<file path="src/rtl/prio_req_capture_if.sv">
// Request-capture bus: request lines, mask load, ack return, and
// pending/status outputs toward the priority encoder.
interface prio_req_capture_if;
    logic [3:0]  req_in;
    logic        mask_wr;
    logic [3:0]  mask_in;
    logic        ack;
    logic [2:0]  ack_id;
    logic [3:0]  r;
    logic        irq;
    logic [3:0]  pend;
    logic [31:0] drop_cnt;

    modport master (
        output req_in, mask_wr, mask_in, ack, ack_id,
        input  r, irq, pend, drop_cnt
    );

    modport slave (
        input  req_in, mask_wr, mask_in, ack, ack_id,
        output r, irq, pend, drop_cnt
    );
endinterface

</file>
<file path="src/rtl/prio_req_capture.sv">
// prio_req_capture: synchronizes four async request lines, captures
// rising edges (or levels) into sticky pending bits, presents the masked
// vector r to the downstream priority encoder, and clears a bit on ack.
// Optional dropped-event counters are built when PRIO_REQ_DROP_CNT_EN
// is defined; otherwise drop_cnt is tied to zero.
module prio_req_capture #(
    parameter int SYNC_STAGES = 2,
    parameter int EDGE_MODE   = 1
) (
    input  logic               clk,
    input  logic               reset_n,
    prio_req_capture_if.slave  bus
);

    // Set events are suppressed until the synchronizer and history flop
    // hold values sampled after reset release, so a line already high at
    // release is not mistaken for a new edge.
    localparam logic [2:0] WARM_INIT = 3'(SYNC_STAGES + 1);

    logic [3:0] sync_q [SYNC_STAGES];
    logic [3:0] s_prev_q;
    logic [2:0] warm_q;
    logic [3:0] pend_q, pend_d;
    logic [3:0] mask_q, mask_d;
    logic [3:0] s;
    logic [3:0] set_ev;
    logic [3:0] clr_ev;

    assign s = sync_q[SYNC_STAGES-1];

    // Synchronizer chains, edge history and post-reset warm-up down-counter.
    always_ff @(posedge clk or negedge reset_n) begin
        if (!reset_n) begin
            for (int i = 0; i < SYNC_STAGES; i++) begin
                sync_q[i] <= '0;
            end
            s_prev_q <= '0;
            warm_q   <= WARM_INIT;
        end else begin
            sync_q[0] <= bus.req_in;
            for (int i = 1; i < SYNC_STAGES; i++) begin
                sync_q[i] <= sync_q[i-1];
            end
            s_prev_q <= s;
            if (warm_q != 3'd0) begin
                warm_q <= warm_q - 3'd1;
            end
        end
    end

    // Set/clear decode and next pending/mask values; set beats clear.
    always_comb begin
        set_ev = '0;
        if (warm_q == 3'd0) begin
            set_ev = (EDGE_MODE != 0) ? (s & ~s_prev_q) : s;
        end

        clr_ev = '0;
        if (bus.ack) begin
            case (bus.ack_id)
                3'd1:    clr_ev = 4'b0001;
                3'd2:    clr_ev = 4'b0010;
                3'd3:    clr_ev = 4'b0100;
                3'd4:    clr_ev = 4'b1000;
                default: clr_ev = 4'b0000;
            endcase
        end

        pend_d = (pend_q & ~clr_ev) | set_ev;
        mask_d = bus.mask_wr ? bus.mask_in : mask_q;
    end

    // Pending and mask registers.
    always_ff @(posedge clk or negedge reset_n) begin
        if (!reset_n) begin
            pend_q <= '0;
            mask_q <= 4'b1111;
        end else begin
            pend_q <= pend_d;
            mask_q <= mask_d;
        end
    end

    assign bus.pend = pend_q;
    assign bus.r    = pend_q & mask_q;
    assign bus.irq  = |(pend_q & mask_q);

`ifdef PRIO_REQ_DROP_CNT_EN
    logic [3:0][7:0] drop_q, drop_d;

    // Count events that land on an already-pending, uncleared line;
    // masking a line off clears its counter.
    always_comb begin
        drop_d = drop_q;
        for (int i = 0; i < 4; i++) begin
            if (bus.mask_wr && !bus.mask_in[i]) begin
                drop_d[i] = 8'h00;
            end else if (set_ev[i] && pend_q[i] && !clr_ev[i] && (drop_q[i] != 8'hFF)) begin
                drop_d[i] = drop_q[i] + 8'd1;
            end
        end
    end

    // Dropped-event counter registers.
    always_ff @(posedge clk or negedge reset_n) begin
        if (!reset_n) begin
            drop_q <= '0;
        end else begin
            drop_q <= drop_d;
        end
    end

    assign bus.drop_cnt = drop_q;
`else
    assign bus.drop_cnt = 32'h0;
`endif

endmodule

</file>
<file path="src/flat_wrapper.sv">
// flat-port wrapper written by rule: the top's interface ports become plain ports
module prio_req_capture_flat 
#(
    parameter int SYNC_STAGES = 2,
    parameter int EDGE_MODE   = 1
)
  (clk, reset_n, bus_req_in, bus_mask_wr, bus_mask_in, bus_ack, bus_ack_id, bus_r, bus_irq, bus_pend, bus_drop_cnt);
  prio_req_capture_if bus_i ();
  input  logic clk;
  input  logic reset_n;
  input wire logic [$bits(bus_i.req_in)-1:0] bus_req_in;
  input wire logic [$bits(bus_i.mask_wr)-1:0] bus_mask_wr;
  input wire logic [$bits(bus_i.mask_in)-1:0] bus_mask_in;
  input wire logic [$bits(bus_i.ack)-1:0] bus_ack;
  input wire logic [$bits(bus_i.ack_id)-1:0] bus_ack_id;
  output wire logic [$bits(bus_i.r)-1:0] bus_r;
  output wire logic [$bits(bus_i.irq)-1:0] bus_irq;
  output wire logic [$bits(bus_i.pend)-1:0] bus_pend;
  output wire logic [$bits(bus_i.drop_cnt)-1:0] bus_drop_cnt;
  assign bus_i.req_in = bus_req_in;
  assign bus_i.mask_wr = bus_mask_wr;
  assign bus_i.mask_in = bus_mask_in;
  assign bus_i.ack = bus_ack;
  assign bus_i.ack_id = bus_ack_id;
  assign bus_r = bus_i.r;
  assign bus_irq = bus_i.irq;
  assign bus_pend = bus_i.pend;
  assign bus_drop_cnt = bus_i.drop_cnt;
  prio_req_capture #(.SYNC_STAGES(SYNC_STAGES), .EDGE_MODE(EDGE_MODE)) u_core (.clk(clk), .reset_n(reset_n), .bus(bus_i));
endmodule
</file>
<file path="config.mk">
export PLATFORM = sky130hd
export DESIGN_NAME = prio_req_capture_flat
export DESIGN_NICKNAME = d
export VERILOG_FILES = /design/src/rtl/prio_req_capture_if.sv /design/src/rtl/prio_req_capture.sv /design/src/flat_wrapper.sv
export SDC_FILE = /design/constraint.sdc
export NUM_CORES = 1
export LEC_CHECK = 0
export BUFFER_PORTS_ARGS = -buffer_cell sky130_fd_sc_hd__buf_2
export CAP_MARGIN = 15
export CORE_UTILIZATION = 25
export DETAILED_ROUTE_END_ITERATION = 12
export GPL_TIMING_DRIVEN = 0
export PLACE_DENSITY = 0.48
export SLEW_MARGIN = 15
export SYNTH_ARGS = -nofsm -noshare
export SYNTH_HDL_FRONTEND = slang
export SYNTH_SLANG_ARGS = --single-unit
</file>
<file path="constraint.sdc">
create_clock -name clk -period 1.62 [get_ports clk]
set_clock_uncertainty 0.1 [all_clocks]
set_input_delay 0.162 -clock clk [delete_from_list [all_inputs] [get_ports clk]]
set_output_delay 0.162 -clock clk [all_outputs]
set_load 0.05 [all_outputs]
</file>
**Yosys cells after proc, flatten, opt, wreduce, memory -nomap -nowiden**

Index checks and enable logic that the tools add are counted.

- Register bits after elaboration: 23
- Output and inout bits: 41
- Word-level logic and storage cells: 23

- $add $sub $neg: 1
- Equal/unequal tests: 4
- Multiplexer cells: 3
- Bitwise logic cells: 6
- Reduce and logical (&&, ||, !) cells: 3

Operator list:

| cell | number |
|---|---|
| $pmux W4 S4 | 1 |
| $and A4 B4 Y4 | 3 |
| $mux W4 | 2 |
| $not A4 Y4 | 2 |
| $eq A3 B2 Y1 const B | 2 |
| $or A4 B4 Y4 | 1 |
| $reduce_or A4 Y1 | 1 |
| $eq A3 B1 Y1 const B | 1 |
| $eq A3 B3 Y1 const B | 1 |
| $logic_not A3 Y1 | 1 |
| $reduce_bool A3 Y1 | 1 |
| $sub A3 B1 Y3 const B | 1 |

**Longest topological paths before layout**

Gate-level depths: netlist of run 1.

- Depth in word-level cells: 6
- Mapped depth: 5
- Gate-level depth less buffers: 4

**Worst setup path before layout of run 1**

No wires, ideal clock.

- Kind: flip-flop to output port
- From: register u_core.pend_q[1], in the netlist u_core.bus.pend[1]
- To: output bus_irq
- Data arrival time: 1637 ps
- Required time: 1358 ps
- Slack: -279 ps
- Cell stages (with the launch flop): 3
- Path buffers: 0
- Cells stage by stage: dfrtp_1 -> and2_1 -> or4_4

- Word-level cells in the longest chain between the ends: 2

RTL lines:

| item | RTL line | RTL |
|---|---|---|
| start: declaration | prio_req_capture.sv:23 | `logic [3:0] pend_q, pend_d;` |
| start signal: assignment | prio_req_capture.sv:79 | `pend_q <= pend_d;` |
| $and A4 B4 Y4 | n/a |  |
| net bus_r[1] | flat_wrapper.sv:16 | `output wire logic [$bits(bus_i.r)-1:0] bus_r;` |
| $reduce_or A4 Y1 | prio_req_capture.sv:86 | `assign bus.irq = \|(pend_q & mask_q);` |
| end: declaration | flat_wrapper.sv:17 | `output wire logic [$bits(bus_i.irq)-1:0] bus_irq;` |

The timed path passes the listed nets, and every way through them passes these cells.

**Final worst setup path of run 1**

- From: register u_core.pend_q[3], in the netlist u_core.bus.pend[3]
- To: output bus_irq

- Word-level cells in the longest chain between the ends: 2

RTL lines:

| item | RTL line |
|---|---|
| $and A4 B4 Y4 | prio_req_capture.sv:86 |
| $reduce_or A4 Y1 | prio_req_capture.sv:86 |

No other way between the ends.

==> flow_metrics.py, run 1 <==
metrics = {
    "detailed_routing": {
        "ant_nets": 0,
        "vias": 715,
        "drt_iter0_drc": 6,
        "wl_per_cell_microns": 9.37,
        "remaining_drc_errors": 0,
        "drtPass1Iterations": 3,
        "routed_wl_mm": 1.89,
        "avgViaCountPerCell": 3.54,
    },
    "pwr": {
        "switching_power_uw": 505,
        "pwr-share-clk_pct": 24.4,
        "p_int_uw": 934,
        "combPwrFrac_pct": 31.5,
        "vdd_drop_max_mv": 0.429,
        "power_density_mw_per_mm2": 948,
        "p_leak_nw": 0.797,
        "seq_power_share_pct": 44.1,
        "swShare_pct": 35.1,
    },
    "timing": {
        "period_share_pct": 108,
        "fin_tns_setup_ns": -0.132,
        "drv_slew": 0,
        "finalSetupViolations": 1,
        "relSlewSlack_pct": 66.0,
        "worstMarginPinSlew_ns": 0.510,
        "period_minus_slack_ns": 1.75,
        "setup_slack_ns": -0.132,
        "rsz0062_at_grt": "yes",
        "hold_viol": 0,
        "hold_ws_ns": 0.0180,
        "fmax_mhz": 571,
    },
    "critical_path": {
        "required_ns": 1.36,
        "cp_cell_sequence": "and2_4 > or4_4 > buf_8",
        "worst_ep_arrival_time_ns": 1.49,
        "slowest_stage": "or4_4",
        "cpPeakStageDelay_ns": 0.51,
        "reg2reg_depth": 4,
        "worstSetupStartpointType": "flip-flop",
        "worstReg2RegEnd": "u_core.bus.pend[3]",
        "cp-end-kind": "output port",
        "r2r_slack_ns": 0.12,
        "r2r-start": "u_core.warm_q[0]",
        "critPathBufInv": 1,
        "crit_family": "simple AND/OR/NAND/NOR gates",
        "crit_type": "flip-flop to output port",
        "crit_fanout": 2,
    },
    "clock_tree": {
        "cts_tree": "yes",
        "cts_num_sinks": 23,
        "worstSkewPairLatency_ns": 0.26,
        "clock_path_buffers": 2,
        "clkTransAtPathRegs_ns": 0.08,
        "cts_root_buf": "clkbuf_8",
        "cts_made_buffers": 3,
        "htreeDepth": 1,
    },
    "yosys": {
        "yosys.area_share.simple_pct": 8.41,
        "synthMuxAreaShare_pct": 6.11,
        "synth_cell_type_count": 19,
        "ys_seq_elements": 23,
        "synth_adder_area_share_pct": 2.30,
        "yosysWarnings": 0,
        "yosysSeqAreaShare_pct": 53.7,
        "synthesis.area_sq_mm": 0.00109,
        "synth_top_family_by_area": "buffers and inverters",
        "postSynthCellCount": 87,
        "synth-compound-area-share_pct": 3.69,
        "syn_avg_cell_area_sq_um": 12.5,
        "synth-xor-area-share_pct": 0.806,
    },
    "outcome": {
        "failed_checks": "setup timing",
        "status": "finished with violations",
    },
    "global_route": {
        "grt_pass1_wl_mm": 2.77,
        "antenna_found_initial": 0,
        "grt_pass1_vias": 619,
        "grt-ovfl-total": 0,
        "grt.total_usage_pct": 8.29,
        "grt_max_degree": 24,
    },
    "cells_and_area": {
        "fin_nets": 170,
        "n_antenna_cell": 0,
        "drive_gt1_share_pct": 51.3,
        "area_delta_synth_final_pct": 39.7,
    },
    "die": {
        "rows": 23,
        "dieWidth_microns": 67.9,
        "die-area_sq_mm": 0.00461,
        "coreArea_sq_mm": 0.00409,
        "die_y_microns": 67.9,
        "start_util_pct": 26.6,
        "ios": 56,
    },
    "placement": {
        "dp_worst_setup_slack_ns": 0.0477,
        "place_congestion": 0.682,
        "hpwlAfterDp_mm": 1.45,
        "io_buffers": 23,
    },
    "min_path": {
        "min_from": "bus_mask_in[1]",
        "worstHoldPathType": "primary input to flip-flop",
        "holdPathStages": 2,
        "hold_end": "u_core.mask_q[1]",
    },
    "job": {
        "drv_cap": 0,
    },
}
==> worst max-delay path by stage <==
stage / cells after the start / slack, ns / endpoint / from
2_1_floorplan: 2 / -0.03 / bus_irq / u_core.bus.pend[2]
3_3_place_gp: 5 / 0.08 / u_core.bus.pend[0] / u_core.warm_q[0]
3_5_place_dp: 5 / 0.05 / u_core.bus.pend[0] / u_core.warm_q[0]
4_1_cts: 3 / -0.15 / bus_irq / u_core.bus.pend[2]
5_1_grt: 3 / -0.17 / bus_irq / u_core.bus.pend[2]
6_report: 3 / -0.13 / bus_irq / u_core.bus.pend[3]
==> power groups by stage <==
stage | registers (mW) | logic [mW] | clock network [mW]
after global routing | 0.638 | 0.483 | 0.395
after global placement | 0.646 | 0.423 | 0
after detailed placement | 0.649 | 0.426 | 0
after floorplan | 0.676 | 0.329 | 0
after CTS | 0.636 | 0.451 | 0.370
final | 0.634 | 0.454 | 0.351
==> stage by stage <==
step / area, sq um / std cells / util [%] / power, mW
CTS: 1510 / 202 / 37.0 / 1.46
global route: 1520 / 202 / 37.1 / 1.52
detailed placement: 1390 / 191 / 34.1 / 1.07
finish: 1520 / 202 / 37.1 / 1.44
global placement: 1390 / 191 / 34.1 / 1.07
floorplan: 1210 / 118 / - / 1.00
==> synthesized netlist by cell type <==
| master | number | share of area (%) |
|---|---|---|
| dfrtp_1 | 17 | 39 |
| nor2b_1 | 1 | 0.58 |
| and2_1 | 3 | 1.7 |
| dfstp_2 | 6 | 15 |
| nand4b_1 | 1 | 0.81 |
| ha_1 | 2 | 2.3 |
| or4_4 | 1 | 1.0 |
| nor2_1 | 1 | 0.35 |
| mux2i_1 | 1 | 0.92 |
| conb_1 | 1 | 0.35 |
| mux2_2 | 1 | 1.0 |
| inv_1 | 6 | 2.1 |
| nand4bb_1 | 3 | 3.1 |
| mux2_1 | 4 | 4.1 |
| and2_4 | 1 | 0.81 |
| xnor2_1 | 1 | 0.81 |
| buf_4 | 32 | 22 |
| buf_2 | 1 | 0.46 |
| a32o_1 | 4 | 3.7 |
==> sequential cells by signal, indices dropped and copies added (netlist names) <==
register,cells
u_core.sync_q,4
u_core.bus.pend,4
u_core.mask_q,4
u_core.warm_q,3
u_core.s_prev_q,4
u_core.s,4
==> layout make-up <==
| type | count | area (sq um) |
|---|---|---|
| Sequential cell | 23 | 588 |
| Buffer | 32 | 240 |
| Fill cell | 399 | 2570 |
| Inverter | 6 | 22.5 |
| Multi-Input combinational cell | 56 | 362 |
| Timing Repair Buffer | 31 | 198 |
| Tap cell | 50 | 62.6 |
| Clock buffer | 4 | 45.0 |
==> logic make-up (layout without fill, tap and decap cells) <==
logic type      after synthesis  in the layout
other cells                   1             32
fa+ha+maj                     2              2
buf+inv                      39             73
xor+xnor                      1              1
mux                           6              6
simple gates                 11             11
flops                        23             23
compound gates                4              4
==> cells in the final DEF, fill, tap and decap left out, types with 4 or more instances in the layout <==
master         netlist  layout
buf_4               32      35
conb_1               1      32
buf_2                1      22
dfrtp_1             17      13
inv_1                6       6
dfstp_2              6       6
dlygate4sd3_1        0       5
a32o_1               4       4
and2_4               1       4
mux2_1               4       4
dfrtp_2              0       4
==> repair_timing <==
item | CTS | global route
setup endpoints to repair | 1 | 3
buffers inserted | 2 | 1
endpoints found under the hold margin | 21 | 0
gates cloned | 0 | 0
pin swaps | 0 | 2
resized for setup | 3 | 1
hold buffers | 5 | 0
==> metal layers <==
metal,wire [microns],global-route usage (%),part of all wire (%)
met1,833,10.2,44
met2,859,14.1,45
met3,198,2.33,10
met4,0,2.34,0
met5,0,0,0
No activity file was read; power rests on OpenSTA's default activity.
==> run 2, diff against run 1 <==
--- a/config.mk
+++ b/config.mk
@@ -7,10 +7,12 @@
 export LEC_CHECK = 0
 export BUFFER_PORTS_ARGS = -buffer_cell sky130_fd_sc_hd__buf_2
 export CAP_MARGIN = 15
+export CELL_PAD_IN_SITES_DETAIL_PLACEMENT = 1
+export CELL_PAD_IN_SITES_GLOBAL_PLACEMENT = 2
 export CORE_UTILIZATION = 25
 export DETAILED_ROUTE_END_ITERATION = 12
 export GPL_TIMING_DRIVEN = 0
-export PLACE_DENSITY = 0.48
+export PLACE_DENSITY = 0.73
 export SLEW_MARGIN = 15
 export SYNTH_ARGS = -nofsm -noshare
 export SYNTH_HDL_FRONTEND = slang
==> flow_metrics.py, run 2 (same netlist as run 1, synthesis figures left out) <==
metrics = {
    "detailed_routing": {
        "avgViaCountPerCell": 3.58,
        "remaining_drc_errors": 0,
        "drtPass1Iterations": 3,
        "ant_nets": 0,
        "routed_wl_mm": 1.94,
        "wl_per_cell_microns": 9.57,
        "drt_iter0_drc": 3,
        "vias": 726,
    },
    "clock_tree": {
        "clkTransAtPathRegs_ns": 0.07,
        "cts_num_sinks": 23,
        "clock_path_buffers": 2,
        "htreeDepth": 1,
        "cts_tree": "yes",
        "worstSkewPairLatency_ns": 0.26,
        "cts_root_buf": "clkbuf_8",
        "cts_made_buffers": 3,
    },
    "timing": {
        "finalSetupViolations": 1,
        "drv_slew": 0,
        "fin_tns_setup_ns": -0.146,
        "setup_slack_ns": -0.146,
        "period_share_pct": 109,
        "fmax_mhz": 566,
        "period_minus_slack_ns": 1.77,
        "rsz0062_at_grt": "yes",
        "hold_viol": 0,
    },
    "global_route": {
        "met1_usage_pct": 8.03,
        "use_met2_pct": 19.2,
        "grt_max_degree": 24,
        "grt-ovfl-total": 0,
        "antenna_found_initial": 0,
        "grt.total_usage_pct": 9.07,
        "grt_pass1_vias": 702,
        "grt_use_met3_pct": 3.67,
        "grt_pass1_wl_mm": 3.07,
        "grt_busiest_layer": "met2",
    },
    "critical_path": {
        "slowest_stage": "or4_4",
        "worstSetupStartpointType": "flip-flop",
        "cp_cell_sequence": "and2_4 > or4_4 > buf_8",
        "cpPeakStageDelay_ns": 0.53,
        "critPathBufInv": 1,
        "crit_fanout": 2,
        "crit_family": "simple AND/OR/NAND/NOR gates",
        "crit_type": "flip-flop to output port",
        "cp-end-kind": "output port",
        "required_ns": 1.36,
        "worst_ep_arrival_time_ns": 1.50,
    },
    "cells_and_area": {
        "final_common_cell": "buf_4",
        "mostFrequentLayoutCells": "35 x buf_4, 32 x conb_1, 23 x buf_2, 13 x dfrtp_1",
        "n_antenna_cell": 0,
        "area_delta_synth_final_pct": 40.0,
        "design_area_sq_mm": 0.00152,
        "final_cells": 203,
        "final_core_util_pct": 37.2,
        "fin_nets": 171,
        "drive_gt1_share_pct": 51.0,
    },
    "placement": {
        "place_congestion": 0.699,
        "dpl-instance-area_sq_mm": 0.00139,
        "post-place-cells": 191,
        "io_buffers": 23,
        "hpwlAfterDp_mm": 1.64,
    },
    "pwr": {
        "p_leak_nw": 0.797,
        "vdd_drop_max_mv": 0.583,
        "power_density_mw_per_mm2": 939,
    },
    "min_path": {
        "worstHoldPathType": "primary input to flip-flop",
    },
    "job": {
        "drv_cap": 0,
    },
    "die": {
        "die_y_microns": 67.9,
        "die-area_sq_mm": 0.00461,
        "ios": 56,
        "start_util_pct": 26.6,
        "dieWidth_microns": 67.9,
        "coreArea_sq_mm": 0.00409,
        "rows": 23,
    },
    "outcome": {
        "failed_checks": "setup timing",
        "status": "finished with violations",
    },
}
-- run 2: cell count changes in the layout (fill, tap and decap cells not counted) --
cell	before	now
buf_2	22	23
nor2b_1	0	1
nor2b_2	1	0
-- run 2: layout make-up --
type                            instances  area [sq um]
Timing Repair Buffer                   31           198
Multi-Input combinational cell         56           359
Tap cell                               50          62.6
Buffer                                 33           245
Clock buffer                            4          45.0
Inverter                                6          22.5
Sequential cell                        23           588
Fill cell                             481          2570
-- run 2: stage by stage --
step	worst slack (ns)	total power [mW]	hold WS (ns)
after global placement	0.0918	1.07	0.0420
after floorplan	-0.0332	1.00	-0.234
after detailed placement	0.0603	1.07	0.0584
after CTS	-0.159	1.45	0.0147
final	-0.146	1.43	0.0220
after global routing	-0.186	1.51	0.0106
-- run 2: timing repair --
item	CTS	global route
hold buffers	5	0
endpoints found under the hold margin	21	0
endpoints found under the setup margin	1	1
cloned	0	0
gates resized for setup	3	0
pin swaps	2	1
buffers inserted	3	0
-- run 2: worst paths after layout --
| kind | from | end | slack (ns) | depth (start not counted) |
|---|---|---|---|---|
| worst max-delay path | u_core.bus.pend[2] | bus_irq | -0.15 | 3 |
| worst min-delay path | bus_mask_in[0] | u_core.mask_q[0] | 0.02 | 2 |
| worst max register to register | u_core.warm_q[0] | u_core.bus.pend[1] | 0.06 | 5 |
| worst min register to register | u_core.sync_q[4] | u_core.s[0] | 0.25 | 0 |
| max in group asynchronous | reset_n | u_core.bus.pend[2] | 0.77 | 2 |
| min in group asynchronous | reset_n | u_core.s_prev_q[2] | 0.29 | 2 |
-- run 2: worst reg2reg max path: cells and delay by family, from the launching register on --
family,cells,cell delay (ns)
compound gates,1,0.27
buf+inv,2,0.22
flops,1,0.54
fa+ha+maj,1,0.20
simple gates,1,0.12
-- run 2: power by group --
| group | internal [mW] | switching [mW] |
|---|---|---|
| clock | 0.175 | 0.163 |
| combinational | 0.141 | 0.314 |
| sequential | 0.618 | 0.0162 |
-- run 2: per-layer routing --
metal	vias to the layer above	routed length [microns]
li1	351	-
met4	0	6
met5	-	0
met2	33	1130
met1	340	641
met3	2	167
==> run 3, diff against run 2 <==
==> constraint.sdc (replaced) <==
create_clock -name clk -period 2 [get_ports clk]
set_clock_uncertainty 0.1 [all_clocks]
set_input_delay 0.2 -clock clk [delete_from_list [all_inputs] [get_ports clk]]
set_output_delay 0.2 -clock clk [all_outputs]
set_load 0.05 [all_outputs]
==> flow_metrics.py, run 3 (same netlist as run 1, synthesis figures left out) <==
metrics = {
    "outcome": {
        "status": "finished, final reports clean",
    },
    "timing": {
        "finalSetupViolations": 0,
        "worstMarginPinSlew_ns": 0.501,
        "relSlewSlack_pct": 66.6,
        "drv_slew": 0,
        "period_share_pct": 92.2,
        "fmax_mhz": 543,
        "hold_viol": 0,
        "rsz0062_at_grt": "no",
        "period_minus_slack_ns": 1.84,
        "fin_tns_setup_ns": 0,
    },
    "cells_and_area": {
        "drive_gt1_share_pct": 45.3,
        "mostFrequentLayoutCells": "32 x buf_4, 32 x conb_1, 24 x buf_2, 17 x dfrtp_1",
        "final_core_util_pct": 36.1,
        "final_cells": 200,
        "fin_nets": 168,
        "n_antenna_cell": 0,
        "area_delta_synth_final_pct": 35.8,
    },
    "die": {
        "die_y_microns": 67.9,
        "ios": 56,
        "die-area_sq_mm": 0.00461,
        "rows": 23,
        "start_util_pct": 26.6,
        "dieWidth_microns": 67.9,
        "coreArea_sq_mm": 0.00409,
    },
    "clock_tree": {
        "worstSkewPairLatency_ns": 0.26,
        "cts_hold_buf": 5,
        "clock_path_buffers": 2,
        "cts_num_sinks": 23,
        "htreeDepth": 1,
        "clkTransAtPathRegs_ns": 0.08,
        "cts_tree": "yes",
        "cts_root_buf": "clkbuf_8",
        "cts_setup_buffers": 0,
        "cts_made_buffers": 3,
        "cts_resized": 0,
    },
    "critical_path": {
        "r2r-start": "u_core.warm_q[0]",
        "crit_type": "flip-flop to output port",
        "worst_ep_arrival_time_ns": 1.54,
        "worstReg2RegEnd": "u_core.bus.pend[0]",
        "cp_cell_sequence": "and2_1 > or4_4 > buf_2",
        "crit_fanout": 3,
        "slowest_stage": "or4_4",
        "required_ns": 1.70,
        "r2r_slack_ns": 0.40,
        "reg2reg_depth": 5,
        "worstSetupStartpointType": "flip-flop",
        "cpPeakStageDelay_ns": 0.49,
        "cp-end-kind": "output port",
    },
    "min_path": {
        "hold_end": "u_core.mask_q[1]",
        "worstHoldPathType": "primary input to flip-flop",
        "min_from": "bus_mask_in[1]",
        "holdPathStages": 2,
    },
    "global_route": {
        "grt_max_degree": 24,
        "grt.total_usage_pct": 9.23,
        "grt-ovfl-total": 0,
        "grt_pass1_wl_mm": 3.06,
        "grt_pass1_vias": 683,
        "antenna_found_initial": 0,
    },
    "detailed_routing": {
        "wl_per_cell_microns": 9.96,
        "vias": 722,
        "drt_iter0_drc": 9,
        "routed_wl_mm": 1.99,
        "ant_nets": 0,
        "remaining_drc_errors": 0,
        "avgViaCountPerCell": 3.61,
        "drtPass1Iterations": 4,
    },
    "pwr": {
        "vdd_drop_max_mv": 0.609,
        "p_leak_nw": 0.774,
        "power.total_mw": 1.14,
        "power_density_mw_per_mm2": 770,
    },
    "placement": {
        "io_buffers": 23,
        "hpwlAfterDp_mm": 1.64,
        "post-place-cells": 191,
        "place_congestion": 0.687,
    },
    "job": {
        "drv_cap": 0,
    },
}
[run 3: worst max-delay path by stage]
| stage | end | slack (ns) | cells after the start | startpoint |
|---|---|---|---|---|
| 2_1_floorplan | bus_irq | 0.06 | 2 | u_core.bus.pend[1] |
| 3_3_place_gp | bus_irq | 0.44 | 3 | u_core.bus.pend[2] |
| 3_5_place_dp | u_core.bus.pend[1] | 0.42 | 5 | u_core.warm_q[0] |
| 4_1_cts | bus_irq | 0.13 | 3 | u_core.bus.pend[2] |
| 5_1_grt | bus_irq | 0.1 | 3 | u_core.bus.pend[1] |
| 6_report | bus_irq | 0.16 | 3 | u_core.bus.pend[1] |
[run 3: final cells by class]
class	count	area [sq um]
fill	484	2610
clock buffer	4	45.0
buffer	33	245
multi-input combinational	56	352
tap	50	62.6
sequential	23	583
timing repair buffer	28	165
inverter	6	22.5
[run 3: power breakdown]
part,leakage (nW),switching (mW),internal (mW)
sequential,0.256,0.0144,0.499
clock,0.0228,0.133,0.142
combinational,0.496,0.251,0.0968
total,0.774,0.398,0.738
[run 3: per-layer routing]
layer	routed length, microns	track usage [%]	part of all wire [%]
met1	796	9.93	40
met2	1020	17.1	51
met3	175	3.17	8.8
met4	0	2.34	0
met5	0	0	0
[run 3: metrics by stage]
stage          area (sq um)  hold WS [ns]  setup slack, ns
6_report               1480        0.0583            0.157
5_1_grt                1480        0.0496           0.0955
4_1_cts                1480        0.0561            0.133
3_5_place_dp           1380        0.0992            0.417
3_3_place_gp           1380        0.0834            0.435
2_1_floorplan          1200        -0.196           0.0630
[run 3: critical path: cells and delay by family, from the launching register on]
| family | cells | cell delay (ns) |
|---|---|---|
| simple gates | 2 | 0.65 |
| flops | 1 | 0.41 |
| buf+inv | 1 | 0.22 |
